**src/rtl/cpu_ctrl_pkg.sv**
```systemverilog
// Shared types and encodings for the multicycle ARM-subset control path.
package cpu_ctrl_pkg;

  typedef enum logic [3:0] {
    S_FETCH  = 4'd0,
    S_DECODE = 4'd1,
    S_MEMADR = 4'd2,
    S_MEMRD  = 4'd3,
    S_MEMWB  = 4'd4,
    S_MEMWR  = 4'd5,
    S_EXECR  = 4'd6,
    S_EXECI  = 4'd7,
    S_ALUWB  = 4'd8,
    S_BRANCH = 4'd9
  } state_t;

  localparam logic [1:0] OP_DP  = 2'b00;
  localparam logic [1:0] OP_MEM = 2'b01;
  localparam logic [1:0] OP_BR  = 2'b10;

  localparam logic [3:0] CMD_AND = 4'b0000;
  localparam logic [3:0] CMD_SUB = 4'b0010;
  localparam logic [3:0] CMD_ADD = 4'b0100;
  localparam logic [3:0] CMD_CMP = 4'b1010;
  localparam logic [3:0] CMD_ORR = 4'b1100;
  localparam logic [3:0] CMD_MOV = 4'b1101;

  localparam logic [3:0] ALU_ADD   = 4'b0000;
  localparam logic [3:0] ALU_SUB   = 4'b0001;
  localparam logic [3:0] ALU_AND   = 4'b0010;
  localparam logic [3:0] ALU_ORR   = 4'b0011;
  localparam logic [3:0] ALU_PASSB = 4'b0100;

  localparam logic [1:0] SRCB_REG  = 2'b00;
  localparam logic [1:0] SRCB_IMM  = 2'b01;
  localparam logic [1:0] SRCB_FOUR = 2'b10;

  localparam logic [1:0] RES_ALUOUT = 2'b00;
  localparam logic [1:0] RES_RDATA  = 2'b01;
  localparam logic [1:0] RES_ALU    = 2'b10;

  function automatic logic [3:0] cmd_alu(input logic [3:0] cmd);
    case (cmd)
      CMD_SUB, CMD_CMP: return ALU_SUB;
      CMD_AND:          return ALU_AND;
      CMD_ORR:          return ALU_ORR;
      CMD_MOV:          return ALU_PASSB;
      default:          return ALU_ADD;
    endcase
  endfunction

  // Unsupported commands still run through the ALU but must not write back.
  function automatic logic cmd_writes(input logic [3:0] cmd);
    return (cmd == CMD_ADD) || (cmd == CMD_SUB) || (cmd == CMD_AND) ||
           (cmd == CMD_ORR) || (cmd == CMD_MOV);
  endfunction

  function automatic logic cmd_arith(input logic [3:0] cmd);
    return (cmd == CMD_ADD) || (cmd == CMD_SUB) || (cmd == CMD_CMP);
  endfunction

endpackage

```
**src/rtl/cond_check.sv**
```systemverilog
// ARM condition-code evaluation against the registered NZCV flags.
module cond_check (
  input  logic [3:0] cond,
  input  logic [3:0] flags,
  output logic       cond_ok
);
  logic n, z, c, v;
  assign {n, z, c, v} = flags;

  always_comb begin
    cond_ok = 1'b0;
    case (cond)
      4'h0: cond_ok = z;
      4'h1: cond_ok = ~z;
      4'h2: cond_ok = c;
      4'h3: cond_ok = ~c;
      4'h4: cond_ok = n;
      4'h5: cond_ok = ~n;
      4'h6: cond_ok = v;
      4'h7: cond_ok = ~v;
      4'h8: cond_ok = c & ~z;
      4'h9: cond_ok = ~c | z;
      4'ha: cond_ok = (n == v);
      4'hb: cond_ok = (n != v);
      4'hc: cond_ok = ~z & (n == v);
      4'hd: cond_ok = z | (n != v);
      4'he: cond_ok = 1'b1;
      default: cond_ok = 1'b0;
    endcase
  end
endmodule

```
**src/rtl/multicycle_ctrl_fsm.sv**
```systemverilog
// Fetch/decode/execute/memory/writeback sequencer with NZCV flags; memory states
// stall on mem_ready. All strobes are forced low while rst is asserted.
module multicycle_ctrl_fsm
  import cpu_ctrl_pkg::*;
#(
  parameter bit MEM_HANDSHAKE = 1'b1,
  parameter bit RST_PC_WRITE  = 1'b0
) (
  input  logic       clk,
  input  logic       rst,
  input  logic [3:0] cond,
  input  logic [1:0] op,
  input  logic [5:0] funct,
  input  logic [3:0] rd,
  input  logic [3:0] alu_flags,
  input  logic       mem_ready,
  output logic       ir_write,
  output logic       pc_write,
  output logic       adr_src,
  output logic       mem_write,
  output logic       reg_write,
  output logic       alu_src_a,
  output logic [1:0] alu_src_b,
  output logic [1:0] result_src,
  output logic [1:0] imm_src,
  output logic [1:0] reg_src,
  output logic [3:0] alu_ctrl,
  output logic [3:0] state_o
);

  state_t     state, state_nxt;
  logic [3:0] flags;
  logic       cond_ok, ready, flags_we;
  logic [3:0] cmd;
  logic       i_bit, s_bit;

  assign cmd     = funct[4:1];
  assign i_bit   = funct[5];
  assign s_bit   = funct[0];
  assign ready   = MEM_HANDSHAKE ? mem_ready : 1'b1;
  assign state_o = state;

  cond_check u_cond_check (
    .cond    (cond),
    .flags   (flags),
    .cond_ok (cond_ok)
  );

  always_ff @(posedge clk or negedge rst) begin
    if (!rst) state <= S_FETCH;
    else      state <= state_nxt;
  end

  // C and V only carry meaning for arithmetic ops; logical ops leave them alone.
  always_ff @(posedge clk or negedge rst) begin
    if (!rst) begin
      flags <= 4'b0000;
    end else if (flags_we) begin
      flags[3:2] <= alu_flags[3:2];
      if (cmd_arith(cmd)) flags[1:0] <= alu_flags[1:0];
    end
  end

  always_comb begin
    state_nxt  = state;
    ir_write   = 1'b0;
    pc_write   = 1'b0;
    mem_write  = 1'b0;
    reg_write  = 1'b0;
    adr_src    = 1'b0;
    alu_src_a  = 1'b0;
    alu_src_b  = SRCB_REG;
    result_src = RES_ALUOUT;
    alu_ctrl   = ALU_ADD;
    flags_we   = 1'b0;
    imm_src    = op;
    reg_src    = {op == OP_MEM, op == OP_BR};

    case (state)
      S_FETCH: begin
        alu_src_a  = 1'b1;
        alu_src_b  = SRCB_FOUR;
        result_src = RES_ALU;
        if (ready) begin
          ir_write  = 1'b1;
          pc_write  = 1'b1;
          state_nxt = S_DECODE;
        end
      end
      S_DECODE: begin
        alu_src_a  = 1'b1;
        alu_src_b  = SRCB_FOUR;
        result_src = RES_ALU;
        if (!cond_ok) begin
          state_nxt = S_FETCH;
        end else begin
          case (op)
            OP_MEM:  state_nxt = S_MEMADR;
            OP_BR:   state_nxt = S_BRANCH;
            OP_DP:   state_nxt = i_bit ? S_EXECI : S_EXECR;
            default: state_nxt = S_FETCH;
          endcase
        end
      end
      S_MEMADR: begin
        alu_src_b = SRCB_IMM;
        state_nxt = s_bit ? S_MEMRD : S_MEMWR;
      end
      S_MEMRD: begin
        adr_src = 1'b1;
        if (ready) state_nxt = S_MEMWB;
      end
      S_MEMWB: begin
        result_src = RES_RDATA;
        reg_write  = 1'b1;
        state_nxt  = S_FETCH;
      end
      S_MEMWR: begin
        adr_src   = 1'b1;
        mem_write = 1'b1;
        if (ready) state_nxt = S_FETCH;
      end
      S_EXECR, S_EXECI: begin
        alu_src_b = (state == S_EXECI) ? SRCB_IMM : SRCB_REG;
        alu_ctrl  = cmd_alu(cmd);
        flags_we  = s_bit | (cmd == CMD_CMP);
        state_nxt = S_ALUWB;
      end
      S_ALUWB: begin
        result_src = RES_ALUOUT;
        if (cmd_writes(cmd)) begin
          if (rd == 4'hf) pc_write  = 1'b1;
          else            reg_write = 1'b1;
        end
        state_nxt = S_FETCH;
      end
      S_BRANCH: begin
        alu_src_b  = SRCB_IMM;
        result_src = RES_ALU;
        pc_write   = 1'b1;
        state_nxt  = S_FETCH;
      end
      default: state_nxt = S_FETCH;
    endcase

    if (!rst) begin
      ir_write   = 1'b0;
      pc_write   = RST_PC_WRITE;
      mem_write  = 1'b0;
      reg_write  = 1'b0;
      adr_src    = 1'b0;
      alu_src_a  = 1'b0;
      alu_src_b  = 2'b00;
      result_src = 2'b00;
      alu_ctrl   = 4'b0000;
      imm_src    = 2'b00;
      reg_src    = 2'b00;
      flags_we   = 1'b0;
    end
  end

endmodule
```
**config.mk**
```make
export PLATFORM = sky130hd
export DESIGN_NAME = multicycle_ctrl_fsm
export DESIGN_NICKNAME = d
export VERILOG_FILES = /design/src/rtl/cpu_ctrl_pkg.sv /design/src/rtl/cond_check.sv /design/src/rtl/multicycle_ctrl_fsm.sv
export SDC_FILE = /design/constraint.sdc
export NUM_CORES = 1
export LEC_CHECK = 0
export ABC_AREA = 1
export CORE_AREA = 8 8 51 63
export CTS_CLUSTER_DIAMETER = 40
export CTS_CLUSTER_SIZE = 25
export DETAILED_ROUTE_END_ITERATION = 7
export DIE_AREA = 0 0 59 71
export PLACE_DENSITY = 0.85
export SLEW_MARGIN = 5
export SYNTH_ARGS = -nofsm -noshare
export SYNTH_HDL_FRONTEND = slang
export SYNTH_HIERARCHICAL = 1
export SYNTH_SLANG_ARGS = --single-unit
```
**constraint.sdc**
```tcl
create_clock -name clk -period 2.05 [get_ports clk]
set_input_delay 0.205 -clock clk [delete_from_list [all_inputs] [get_ports clk]]
set_output_delay 0.205 -clock clk [all_outputs]
set_load 0.05 [all_outputs]
```
[Word level (Yosys, flattened, before mapping)]
Cells that the tools add are included.
Operators by class
  equal/unequal tests: 36
  bitwise gates (word level): 9
  muxes and demuxes: 38
  reduce and logical (&&, ||, !) cells: 17
Operators with widths (count)
  $eq A4 B4 Y1 const B: 13
  $eq A4 B3 Y1 const B: 9
  $pmux W4 S6: 1
  $eq A4 B2 Y1 const B: 5
  $mux W4: 5
  $mux W1: 19
  $pmux W1 S15: 1
  $logic_not A4 Y1: 3
  $pmux W3 S4: 1
  $pmux W4 S3: 1
  $reduce_or A2 Y1: 5
  $eq A4 B1 Y1 const B: 2
  $mux W2: 4
  $mux W3: 2
  $ne A2 B2 Y1 const B: 3
  $pmux W2 S3: 1
  $logic_or A1 B1 Y1: 5
  $not A1 Y1: 4
  $pmux W2 S2: 1
  $or A1 B1 Y1: 3
  $pmux W1 S3: 1
  $reduce_and A3 Y1: 1
  $reduce_or A3 Y1: 1
  $and A1 B1 Y1: 2
  7 further kinds: 7
Word-level totals
  input bits: 23
  register bits: 8
  output and inout port bits: 22

[Depth between registers and ports, before layout]
  depth after elaboration: 8
  gate-level depth with buffers: 12
  mapped depth without buffers: 12

[Cells and area by module]
The synthesis kept the hierarchy.
Modules (own cells, without submodules)
  multicycle_ctrl_fsm: cells an instance 119, instances 1, seq. area each 200.2 um^2, area an instance 715.7 um^2
  cond_check: cells an instance 55, instances 1, seq. area each 0.0 um^2, area an instance 229.0 um^2

[Worst setup path before layout]
OpenSTA, ideal clock, no wires.
  path kind: flip-flop to output port
  from: register state[2] (netlist: state_o[2])
  to: output result_src[1]
  path slack: -0.759 ns
  data arrival time: 2.604 ns
  buffers on the path: 0
  cell stages (with the launch flop): 5
  cell sequence: dfrtp_1 inv_1 nand2_1 nor3_1 o21bai_1
On the way
  word-level cells in the longest chain between the ends: 4
  elaborated cells on any way between the ends: 7
  those cells by class: eq/ne (3); mux (2); reduce/logical (2)
RTL lines
  from (decl): line multicycle_ctrl_fsm.sv:31  | state_t state, state_nxt;
  from (signal assigned): line multicycle_ctrl_fsm.sv:51  | else state <= state_nxt;
  $eq A4 B1 Y1 (tied with other cells): line multicycle_ctrl_fsm.sv:79  | case (state)
  $reduce_or A3 Y1 (no source line)
  $pmux W2 S2 *: line multicycle_ctrl_fsm.sv:79
  $mux W2 *: line multicycle_ctrl_fsm.sv:146  | if (!rst) begin
  to (decl): line multicycle_ctrl_fsm.sv:24  | output logic [1:0] result_src,
Mark *: on every way between the ends. The rest lies on a longest branch, timed or not.

[Worst setup path after layout]
  from: register state[1] (netlist: state_o[1])
  to: output pc_write
On the way
  word-level cells in the longest chain between the ends: 3
  elaborated cells on any way between the ends: 5
  those cells by class: eq/ne (2); mux (2); reduce/logical (1)
RTL lines
  $eq A4 B4 Y1 / $logic_not A4 Y1 (equally long branches): line multicycle_ctrl_fsm.sv:79
  $pmux W1 S3 *: line multicycle_ctrl_fsm.sv:79
  $mux W1 *: line multicycle_ctrl_fsm.sv:146
  to (decl): line multicycle_ctrl_fsm.sv:18  | output logic pc_write,
Marks and branches as above.

==> results by group <==
Timing
  • RSZ-0062 raised after global routing: false
  • Tmin final: 1.92 ns
  • Slew of the pin with the lowest slew margin: 0.533 ns
  • Final worst slack: 0.130 ns
  • Max-slew violations: 0
  • Worst relative slew slack: 0.644
  • Final hold violations: 0
  • Final setup viols: 0
  • Setup Skew: 0.00476 ns
  • Fin Setup TNS: 0 ns
  • Final period utilization: 0.937
  • F_max: 521 MHz

Floorplanning
  • Die W: 59 µm
  • Initial Util: 0.410
  • Num rows: 20
  • Die Area: 0.00419 mm²
  • Core Area: 0.00230 mm²
  • Number of I/O pins: 45
  • Die H: 71 µm

Route
  • Average wire per standard cell: 11.8 µm
  • Wire length on met1: 1.15 mm
  • Total vias in the final route: 1282
  • First-pass detailed-route iteration total: 4
  • DRC viols: 0
  • Vias per std cell: 5.09
  • ANT nets after route: 0
  • DRT Wirelength: 2.98 mm
  • Met2 wire length: 1.49 mm
  • Top routing layer in use: met4
  • Iter 0 DRT Violations: 55
  • WL met3: 250 µm

Worst setup path
  • Crit path kind: register to primary output
  • Crit path largest cell delay: 0.46 ns
  • Delay-heaviest family, CP: flip-flops
  • Crit path launch: state_o[1]$_DFFE_PN0P_
  • Buf/Inv on CP: 3
  • Setup crit end kind: primary output
  • WP data arrival: 1.72 ns
  • Critical path's slowest cell: dfrtp_1
  • Crit path cell chain: inv_2 -> nand2_1 -> nor2_1 -> nand2_1 -> nand2_1 -> inv_1 -> a21oi_2 -> buf_12
  • Reg2reg setup slack: 0.62 ns
  • R2R Path Start: flags[0]$_DFFE_PN0P_
  • CP required: 1.85 ns
  • CP startpoint kind: register
  • Crit-path max FO: 5
  • Most used cell, CP: nand2_1

Global routing
  • GRT overflow: 0
  • Tot GR Track Use: 0.151
  • First-pass GRT wire length: 5.06 mm
  • Largest net degree at the start of global routing: 12
  • Initial antenna violation count: 0
  • Vias in the first global route: 1216

Logic synthesis
  • Post-synth ARST share: 1.00
  • Ys Warns: 6
  • Synth cell types: 24
  • Sequential area share after synthesis: 0.212
  • Synth Area per Inst: 5.43 µm²
  • Main synth FF type: dfrtp_1
  • Mapped Area: 945 µm²
  • Synthesized Nets: 197
  • Mapped Cells: 174
  • Number of enable flip-flop cells after synthesis: 0
  • Yosys reg bits: 8

Final layout
  • Layout fillers: 186
  • Syn-to-layout area delta: 73.2%
  • Nets: 244
  • Fraction of layout cells with a size suffix above 1: 0.178
  • # diodes: 0
  • Register area: 200 µm²
  • Area occupied by multi-input gates: 667 µm²
  • Final non-filler cell total: 252

Clock network
  • CTS root buf: clkbuf_4
  • Later-pin clock latency in the skew report: 0.26 ns
  • Sink Count: 8
  • CTS tree: built
  • # hold bufs at CTS: 0
  • TritonCTS Buffers: 3
  • Clock transition at the registers of the reported paths: 0.06 ns
  • CTS H-tree depth: 1
  • Clock buffer depth: 2

Place
  • Dpl cells: 249
  • Count of input and output buffers: 43
  • Post-DP HPWL: 2.48 mm
  • GPL Wtd Cong: 0.913
  • Setup WS pre-CTS: 0.230 ns

Power
  • Power per Cell Area: 1030 mW/mm²
  • Largest vdd supply drop: 0.812 mV
  • LEAKAGE: 0.786 nW

Flow run
  • # Max-Cap Violations: 0

Hold path
  • Min-Delay Path Class: input pin to async pin

Run status
  • Status: finished clean
==> metal layers <==
| metal | GRT usage | vias up |
|---|---|---|
| li1 | - | 640 |
| met1 | 0.154 | 572 |
| met2 | 0.255 | 62 |
| met3 | 0.0508 | 8 |
| met4 | 0.0933 | 0 |
| met5 | 0 | - |
==> logic make-up after synthesis <==
kind of cell           share of synthesized area
AOI/OAI and AO/OA                          0.134
and+or+nand+nor                            0.531
buffers and inverters                      0.119
other                                    0.00397
DFF                                        0.212
==> worst register-to-register path: cells and delay by family, from the launching register on <==
kind                   cells  cell delay (ns)
AND/OR/NAND/NOR           10             0.71
AO/OA/AOI/OAI              1             0.08
buffers and inverters      1             0.12
flip-flops                 1             0.42
==> synth_stat cells, drive strengths merged (2+ instances only) <==
library cell	instances	area (µm²)
nand3	20	100
o21bai	3	22.5
a21oi	5	40.0
clkinv	2	7.51
a31oi	2	12.5
nand4	2	12.5
buf	2	15.0
nor2	29	119
inv	24	90.1
dfrtp	8	200
o21ai	7	35.0
nor3	4	20.0
nand2	62	243
==> flip-flops by register name (all words and copies together) (netlist names) <==
signal   count
state_o      4
flags        4
==> timing repair <==
| action | in CTS | in global routing |
|---|---|---|
| gates resized for setup | 0 | 1 |
| setup buffers | 0 | 0 |
| endpoints found under the setup margin | 0 | 1 |
==> path summary, 6_finish.rpt <==
path,end,depth (start not counted)
hold reg to reg,flags[3]$_DFFE_PN0P_,2
setup reg to reg,state_o[2]$_DFFE_PN0P_,12
hold / removal,flags[0]$_DFFE_PN0P_,2
setup / recovery,pc_write,8
max in group asynchronous,state_o[1]$_DFFE_PN0P_,2
min in group clk,flags[2]$_DFFE_PN0P_,3
==> metrics by stage <==
step | util | hold slack [ns] | power (mW) | instance area (µm²)
finish | 0.711 | 0.289 | 1.68 | 1640
global route | 0.711 | 0.327 | 1.79 | 1640
CTS | 0.710 | 0.293 | 1.69 | 1630
detailed placement | 0.700 | 0.540 | 1.55 | 1610
global placement | 0.700 | 0.528 | 1.53 | 1610
floorplan | - | -0.0906 | 1.05 | 977
==> area by class of cell <==
class                      count  area share
tap                           33      0.0252
multi-input combinational    138       0.407
timing repair buffer          44       0.372
inverter                      26      0.0596
sequential                     8       0.122
clock buffer                   3      0.0138
==> power by group <==
part | internal, mW | leakage, nW | total, mW | switching (mW)
clock | 0.0674 | 0.0138 | 0.126 | 0.0590
sequential | 0.214 | 0.108 | 0.304 | 0.0898
combinational | 0.485 | 0.664 | 1.25 | 0.770
==> cell usage in the layout, fill, tap and decap left out, drive strengths merged, types with 2 or more instances in the layout <==
master and count:
a21oi 5, a31oi 2, buf 18, clkbuf 3, clkdlybuf4s50 26, clkinv 2, dfrtp 8, inv 24
nand2 62, nand3 20, nand4 2, nor2 29, nor3 4, o21ai 7, o21bai 3
(Power assumes the default switching activity.)
